`src/rtl/fp_sqrt_core_if.sv`:
```
// Purpose : request/result bundle between a square-root client and fp_sqrt_core.
// Latency : n/a (wires only).
// Backpressure: none; the client pulses start_i and waits for done_o.
//
// Signals:
//   start_i  request pulse (client -> core)
//   data_i   IEEE-754 single-precision operand (client -> core)
//   data_o   square-root result, sign always 0 (core -> client)
//   opnd_o   operand captured at start, for the downstream sign/NaN stage (core -> client)
//   done_o   one-cycle result-valid pulse (core -> client)
//   busy_o   core is not idle (core -> client)
interface fp_sqrt_core_if;
    logic        start_i;
    logic [31:0] data_i;
    logic [31:0] data_o;
    logic [31:0] opnd_o;
    logic        done_o;
    logic        busy_o;

    // Core side.
    modport slave (
        input  start_i,
        input  data_i,
        output data_o,
        output opnd_o,
        output done_o,
        output busy_o
    );

    // Client side.
    modport master (
        output start_i,
        output data_i,
        input  data_o,
        input  opnd_o,
        input  done_o,
        input  busy_o
    );
endinterface

```
`src/rtl/fp_sqrt_core.sv`:
```
// Purpose : single-precision square root of |x|, restoring digit-by-digit, one root bit per cycle.
// Latency : 28 edges for normal operands, 2 edges for zero/denormal/inf/NaN; one result per 29 cycles.
// Backpressure: none; start_i is only sampled in IDLE, requests while busy_o is high are dropped.
//
// Ports:
//   clk    core clock, all state on its rising edge
//   rst_n  asynchronous active-low reset; clears state, outputs and datapath
//   io     fp_sqrt_core_if.slave: start_i/data_i in, data_o/opnd_o/done_o/busy_o out
//
// Build option: define FP_SQRT_ROUND_EN for round-to-nearest-even; otherwise the
// root fraction is truncated. Latency is the same in both builds.
module fp_sqrt_core (
    input  logic           clk,
    input  logic           rst_n,
    fp_sqrt_core_if.slave  io
);

    localparam logic [1:0] S_IDLE   = 2'd0;
    localparam logic [1:0] S_CALC   = 2'd1;
    localparam logic [1:0] S_FINISH = 2'd2;
    localparam logic [1:0] S_DONE   = 2'd3;

    localparam logic [4:0] LAST_ITER = 5'd25;

    logic [1:0]  state_q;
    logic [31:0] opnd_q;      // operand captured at start
    logic [51:0] rad_q;       // radicand, consumed two bits per cycle from the top
    logic [27:0] rem_q;       // partial remainder
    logic [25:0] root_q;      // partial root
    logic [4:0]  cnt_q;       // iteration index 0..25
    logic [31:0] data_o_q;
    logic [31:0] opnd_o_q;

    // ------------------------------------------------------------------
    // Operand classification and radicand setup (on data_i, used in IDLE)
    // ------------------------------------------------------------------
    logic [7:0]  in_exp;
    logic [23:0] in_mant;
    logic        in_special;
    logic [51:0] rad_init;

    always_comb begin
        in_exp     = io.data_i[30:23];
        in_mant    = {1'b1, io.data_i[22:0]};
        in_special = (in_exp == 8'h00) || (in_exp == 8'hFF);
        // An odd biased exponent means an even unbiased one, so the
        // mantissa sits one place lower to keep the root in [2^25, 2^26).
        if (in_exp[0])
            rad_init = {1'b0, in_mant, 27'd0};
        else
            rad_init = {in_mant, 28'd0};
    end

    // ------------------------------------------------------------------
    // One restoring iteration
    // ------------------------------------------------------------------
    logic [27:0] rem_sh;
    logic [27:0] trial;
    logic        take;
    logic [27:0] rem_nx;
    logic [25:0] root_nx;
    logic [51:0] rad_nx;

    always_comb begin
        // Before the last step the remainder is below 2^26, so dropping
        // rem_q[27:26] in the shift loses nothing.
        rem_sh  = {rem_q[25:0], rad_q[51:50]};
        trial   = {root_q, 2'b01};
        take    = (rem_sh >= trial);
        rem_nx  = take ? (rem_sh - trial) : rem_sh;
        root_nx = {root_q[24:0], take};
        rad_nx  = {rad_q[49:0], 2'b00};
    end

    // ------------------------------------------------------------------
    // Result formation (on the captured operand and final root)
    // ------------------------------------------------------------------
    logic [7:0]  op_exp;
    logic [22:0] op_frac;
    logic        op_special;
    logic [31:0] special_res;
    logic [7:0]  exp_half;
    logic [22:0] frac_t;
    logic        guard_b;
    logic        sticky_b;
    logic        round_inc;
    logic [23:0] frac_sum;
    logic [7:0]  exp_r;
    logic [31:0] normal_res;

    always_comb begin
        op_exp     = opnd_q[30:23];
        op_frac    = opnd_q[22:0];
        op_special = (op_exp == 8'h00) || (op_exp == 8'hFF);

        if (op_exp == 8'h00)
            special_res = 32'h0000_0000;                       // zero / flushed denormal
        else if (op_frac == 23'd0)
            special_res = 32'h7F80_0000;                       // infinity
        else
            special_res = {1'b0, 8'hFF, 1'b1, op_frac[21:0]};  // quiet NaN, payload kept

        // (E + 127) >> 1 without a 9-bit intermediate:
        // E = 2k -> k + 63, E = 2k+1 -> k + 64.
        exp_half = {1'b0, op_exp[7:1]} + 8'd63 + {7'd0, op_exp[0]};

        frac_t   = root_q[24:2];
        guard_b  = root_q[1];
        sticky_b = root_q[0] | (rem_q != 28'd0);
    end

`ifdef FP_SQRT_ROUND_EN
    always_comb begin
        round_inc = guard_b & (sticky_b | frac_t[0]);
    end
`else
    logic unused_round;
    always_comb begin
        round_inc    = 1'b0;
        unused_round = guard_b | sticky_b;
    end
`endif

    always_comb begin
        // A carry out of the fraction leaves frac_sum[22:0] at zero and
        // bumps the exponent.
        frac_sum   = {1'b0, frac_t} + {23'd0, round_inc};
        exp_r      = exp_half + {7'd0, frac_sum[23]};
        normal_res = {1'b0, exp_r, frac_sum[22:0]};
    end

    // ------------------------------------------------------------------
    // Control and datapath registers
    // ------------------------------------------------------------------
    always_ff @(posedge clk or negedge rst_n) begin
        if (!rst_n) begin
            state_q  <= S_IDLE;
            opnd_q   <= 32'd0;
            rad_q    <= 52'd0;
            rem_q    <= 28'd0;
            root_q   <= 26'd0;
            cnt_q    <= 5'd0;
            data_o_q <= 32'd0;
            opnd_o_q <= 32'd0;
        end else begin
            case (state_q)
                S_IDLE: begin
                    if (io.start_i) begin
                        opnd_q <= io.data_i;
                        rem_q  <= 28'd0;
                        root_q <= 26'd0;
                        cnt_q  <= 5'd0;
                        if (in_special) begin
                            state_q <= S_FINISH;
                        end else begin
                            rad_q   <= rad_init;
                            state_q <= S_CALC;
                        end
                    end
                end
                S_CALC: begin
                    rad_q  <= rad_nx;
                    rem_q  <= rem_nx;
                    root_q <= root_nx;
                    cnt_q  <= cnt_q + 5'd1;
                    if (cnt_q == LAST_ITER)
                        state_q <= S_FINISH;
                end
                S_FINISH: begin
                    data_o_q <= op_special ? special_res : normal_res;
                    opnd_o_q <= opnd_q;
                    state_q  <= S_DONE;
                end
                default: begin
                    state_q <= S_IDLE;
                end
            endcase
        end
    end

    assign io.data_o = data_o_q;
    assign io.opnd_o = opnd_o_q;
    assign io.done_o = (state_q == S_DONE);
    assign io.busy_o = (state_q != S_IDLE);

endmodule

```
`src/flat_wrapper.sv`:
```
// flat-port wrapper written by rule: the top's interface ports become plain ports
module fp_sqrt_core_flat 
  (clk, rst_n, io_start_i, io_data_i, io_data_o, io_opnd_o, io_done_o, io_busy_o);
  fp_sqrt_core_if io_i ();
  input  logic clk;
  input  logic rst_n;
  input wire logic [$bits(io_i.start_i)-1:0] io_start_i;
  input wire logic [$bits(io_i.data_i)-1:0] io_data_i;
  output wire logic [$bits(io_i.data_o)-1:0] io_data_o;
  output wire logic [$bits(io_i.opnd_o)-1:0] io_opnd_o;
  output wire logic [$bits(io_i.done_o)-1:0] io_done_o;
  output wire logic [$bits(io_i.busy_o)-1:0] io_busy_o;
  assign io_i.start_i = io_start_i;
  assign io_i.data_i = io_data_i;
  assign io_data_o = io_i.data_o;
  assign io_opnd_o = io_i.opnd_o;
  assign io_done_o = io_i.done_o;
  assign io_busy_o = io_i.busy_o;
  fp_sqrt_core u_core (.clk(clk), .rst_n(rst_n), .io(io_i));
endmodule
```
`config.mk`:
```
export PLATFORM = sky130hd
export DESIGN_NAME = fp_sqrt_core_flat
export DESIGN_NICKNAME = d
export VERILOG_FILES = /design/src/rtl/fp_sqrt_core_if.sv /design/src/rtl/fp_sqrt_core.sv /design/src/flat_wrapper.sv
export SDC_FILE = /design/constraint.sdc
export NUM_CORES = 1
export LEC_CHECK = 0
export BUFFER_PORTS_ARGS = -buffer_cell sky130_fd_sc_hd__buf_4
export CAP_MARGIN = 20
export CORE_ASPECT_RATIO = 1.1
export CORE_MARGIN = 2
export CORE_UTILIZATION = 30
export CTS_CLUSTER_SIZE = 30
export DETAILED_ROUTE_END_ITERATION = 6
export PLACE_DENSITY_LB_ADDON = 0.2
export SKIP_CTS_REPAIR_TIMING = 1
export SYNTH_ARGS = -nofsm -noshare
export SYNTH_HDL_FRONTEND = slang
export SYNTH_SLANG_ARGS = --single-unit
```
`constraint.sdc`:
```
create_clock -name clk -period 2.8 [get_ports clk]
set_input_delay 0 -clock clk [delete_from_list [all_inputs] [get_ports clk]]
set_output_delay 0 -clock clk [all_outputs]
set_load 0.03 [all_outputs]
```
==> summary.md <==
| Metric | Value |
|---|---|
| Status | `finished clean` |
| CP Cell Sequence | `inv_1 > ha_4 > and4_4 > and4_4 > nor3_4 > a2bb2oi_4 > nand3_2 > a311oi_4 > buf_4 > clkbuf_16 > or3_1 > a32o_1` |
| Static Leakage | `5.36 nW` |
| Core ar. | `31500 um2` |
| Compound-Gate Fraction of Synth Area | `between 10% and 20%` |
| DRT antenna net count | `0` |
| Comb pwr share | `57.3%` |
| Die ar. | `33500 um2` |
| Overall power | `between 15 and 20 mW` |
| Share of flip-flops with an asynchronous set or reset | `100%` |
| Final Setup Violations | `0` |
| Hpwl dp | `19600 um` |
| Pins Over Slew Limit | `0` |
| Synth top area cells | `dfrtp_1 47%, mux2_2 7.5%, nand2_1 5.4%` |
| Sequential Power Share | `28.0%` |
| Via density per instance | `5.01` |
| Synth cell types | `69` |
| Die W | `175 um` |
| Clock power frac | `between 10% and 20%` |
| Period minus WS final | `2710 ps` |
| Synthesized net count | `1088` |
| Simple-gate area share of the yosys netlist | `14.9%` |
| Max Freq | `approximately 370 MHz` |
| Synth Area in XOR/XNOR | `1.73%` |
| Maximum VDD drop | `0.475 mV` |
| CTS Buf Count | `17` |
| Largest family of logic cells by synthesized area | `compound AO/OA/AOI/OAI gates` |
| DRT Wirelength | `between 20000 and 30000 um` |
| Post-Synthesis Cells | `1014` |
| Int Pwr | `around 9.0 mW` |
| CP startpoint kind | `flop` |
| Port Buffer Count | `99` |
| Rel. slew slack | `53.6%` |
| Post-synth EDFFs | `0` |
| Post-Place Cells | `1512` |
| Clk buf depth | `2` |
| Hold Fails Final Rpt | `0` |
| Kind of critical path | `flop to flop` |
| DR iter-0 viols | `598` |
| Sequential area share after synthesis | `46.5%` |
| Placer Congestion | `0.837` |
| CP bufs+invs | `3` |
| Flops & latches, synth | `between 150 and 200` |
| # diodes | `0` |
| Post-Layout Cell Count | `1593` |
| Setup Skew | `17.2 ps` |
| DRT Pass-1 Iters | `5` |
| Layout cells sized above 1 | `25.1%` |
| Crit end category | `flop` |
| Num Clock Sinks | `179` |
| Hold Path Class | `primary input to flop` |
| Mean Syn Cell Area | `~9.5 um2` |
| GRT Total Usage | `16.6%` |
| Number of global-route vias before repair | `~7700` |
| Ratio of final minimum period to clock period | `96.9%` |
| Leading area contributor after synthesis | `dfrtp_1` |
| CTS tree | `done` |
| DRC | `0` |
| Largest net degree at the start of global routing | `71` |
| CP max stage cell | `dfrtp_1` |
| Prevailing post-synth register cell | `dfrtp_1` |
| Final Net Count | `1234` |
| Most frequent CP cell | `and4_4` |
| Clock slew seen by the registers of the worst setup and hold paths | `80 ps` |
| I/O pins | `101` |
| CP max FO | `9` |
| Least-Margin Pin Slew | `696 ps` |
| Power per cell area | `about 1300 nW/um2` |
| CP peak stage delay | `400 ps` |
| Fill cell count | `approximately 3200` |
| Post-synthesis mux area share | `~10%` |
| Initial antenna violation count | `0` |
| Clk root buf | `clkbuf_16` |
| Rows | `68` |
| Area Growth Syn to Fin | `27.4%` |
| Setup TNS Final | `0 ps` |
| Starting Density | `a little under a third` |
| H-tree levels | `4` |
| WL per Instance | `17.9 um` |
| Vias | `7987` |
| Top cell type's share of synthesized area | `between 40% and 50%` |
| Sw Share | `between 40% and 50%` |
| Worst path arrival time | `3040 ps` |
| P_sw | `7.47 mW` |
| Adder-Cell Fraction of Synth Area | `5.07%` |
| Max_cap viols | `0` |
| Synth warn | `0` |
| First-pass GRT wire length | `roughly 44000 um` |
| Area of the mapped netlist | `9630 um2` |
| Total gr overflow | `0` |
| Clk_lat worst skew | `450 ps` |
| Die H | `192 um` |
| WP data required | `about 3100 ps` |
| Crit path max-delay family | `simple AND/OR/NAND/NOR gates` |
## layout by cell type (no fill, tap or decap), types with 22 or more instances in the layout
cell type / Yosys / routed
o21ai_0: 98 / 98
nand2_1: 138 / 137
mux2i_1: 23 / 23
a21oi_1: 64 / 64
inv_1: 49 / 44
ha_1: 39 / 22
nor2_1: 77 / 77
dfrtp_1: 179 / 179
buf_4: 2 / 147
dlygate4sd3_1: 0 / 33
mux2_2: 64 / 64
## metrics by stage
step                hold slack [ps]  utilization (%)  setup slack [ps]  instance area [um2]
floorplan                      -296                -               244                 9630
global placement               57.1             35.0              40.1                11000
detailed placement             53.1             35.0              34.8                11000
CTS                            -425             36.8              12.9                11600
global route                   87.5             39.0             -40.2                12300
finish                         76.3             39.0              85.9                12300
## cells by family after synthesis
kind of cell             after synthesis
AO/OA/AOI/OAI                        261
XOR/XNOR                              19
adder cells (fa/ha/maj)               39
buffers and inverters                111
flip-flops                           179
multiplexers                          88
other                                  1
AND/OR/NAND/NOR                      316
## cell type report
| cell class | count | area, um2 | area share, % |
|---|---|---|---|
| Multi-Input combinational cell | 724 | 4870 | 39.7 |
| Sequential cell | 179 | 4480 | 36.5 |
| Timing Repair Buffer | 189 | 1620 | 13.2 |
| Tap cell | 420 | 526 | 4.28 |
| Clock buffer | 17 | 425 | 3.47 |
| Inverter | 49 | 184 | 1.50 |
| Clock inverter | 15 | 159 | 1.30 |
## synth_stat cells, types with 8 or more instances
cell type / instances
nand4_1: 11
mux2_2: 64
xor2_1: 10
or3_1: 8
ha_1: 39
nor3_1: 21
nor4_1: 10
inv_1: 49
o211ai_1: 20
nand3_1: 16
a21o_1: 9
a221o_1: 10
a21oi_1: 64
xnor2_1: 9
mux2i_1: 23
o21ai_0: 98
nand2_1: 138
nor2_1: 77
clkbuf_1: 47
dfrtp_1: 179
## power by group through the flow
stage | registers (mW) | clock network (mW) | logic [mW]
CTS | 4.60 | 2.47 | 8.71
finish | 4.61 | 2.42 | 9.45
floorplan | 5.17 | 0 | 5.12
global route | 4.74 | 2.58 | 10.3
detailed placement | 4.64 | 0 | 8.67
global placement | 4.62 | 0 | 8.65
## path summary, 6_finish.rpt
path / from / to / slack [ps] / cells past startpoint
worst max-delay path: u_core.root_q[9] / u_core.rem_q[6] / 90 / 12
worst min-delay path: io_data_i[23] / u_core.rad_q[27] / 80 / 3
worst max register to register: u_core.root_q[9] / u_core.rem_q[6] / 90 / 12
worst min register to register: u_core.rad_q[37] / u_core.rad_q[37] / 480 / 2
max in group asynchronous: rst_n / u_core.io.opnd_o[31] / 1770 / 3
min in group asynchronous: rst_n / u_core.io.data_o[25] / 120 / 2
## tightest hold or removal path: stages
cell	delay, ps
buf_4	250
nand3b_1	140
o21ai_0	70
## per-layer routing
metal | GRT usage [%] | part of all wire, %
met2 | 28.5 | 50
met4 | 4.52 | 1.2
met3 | 2.89 | 3.0
met5 | 0 | 0
met1 | 21.7 | 46
## flip-flops by register name (all words and copies together) (netlist names)
| name | count |
|---|---|
| u_core.io.opnd_o | 32 |
| u_core.opnd_q | 32 |
| u_core.io.data_o | 31 |
| u_core.rem_q | 26 |
| u_core.root_q | 26 |
| u_core.rad_q | 25 |
| u_core.cnt_q | 5 |
| u_core.state_q | 2 |
(Power assumes the default switching activity.)
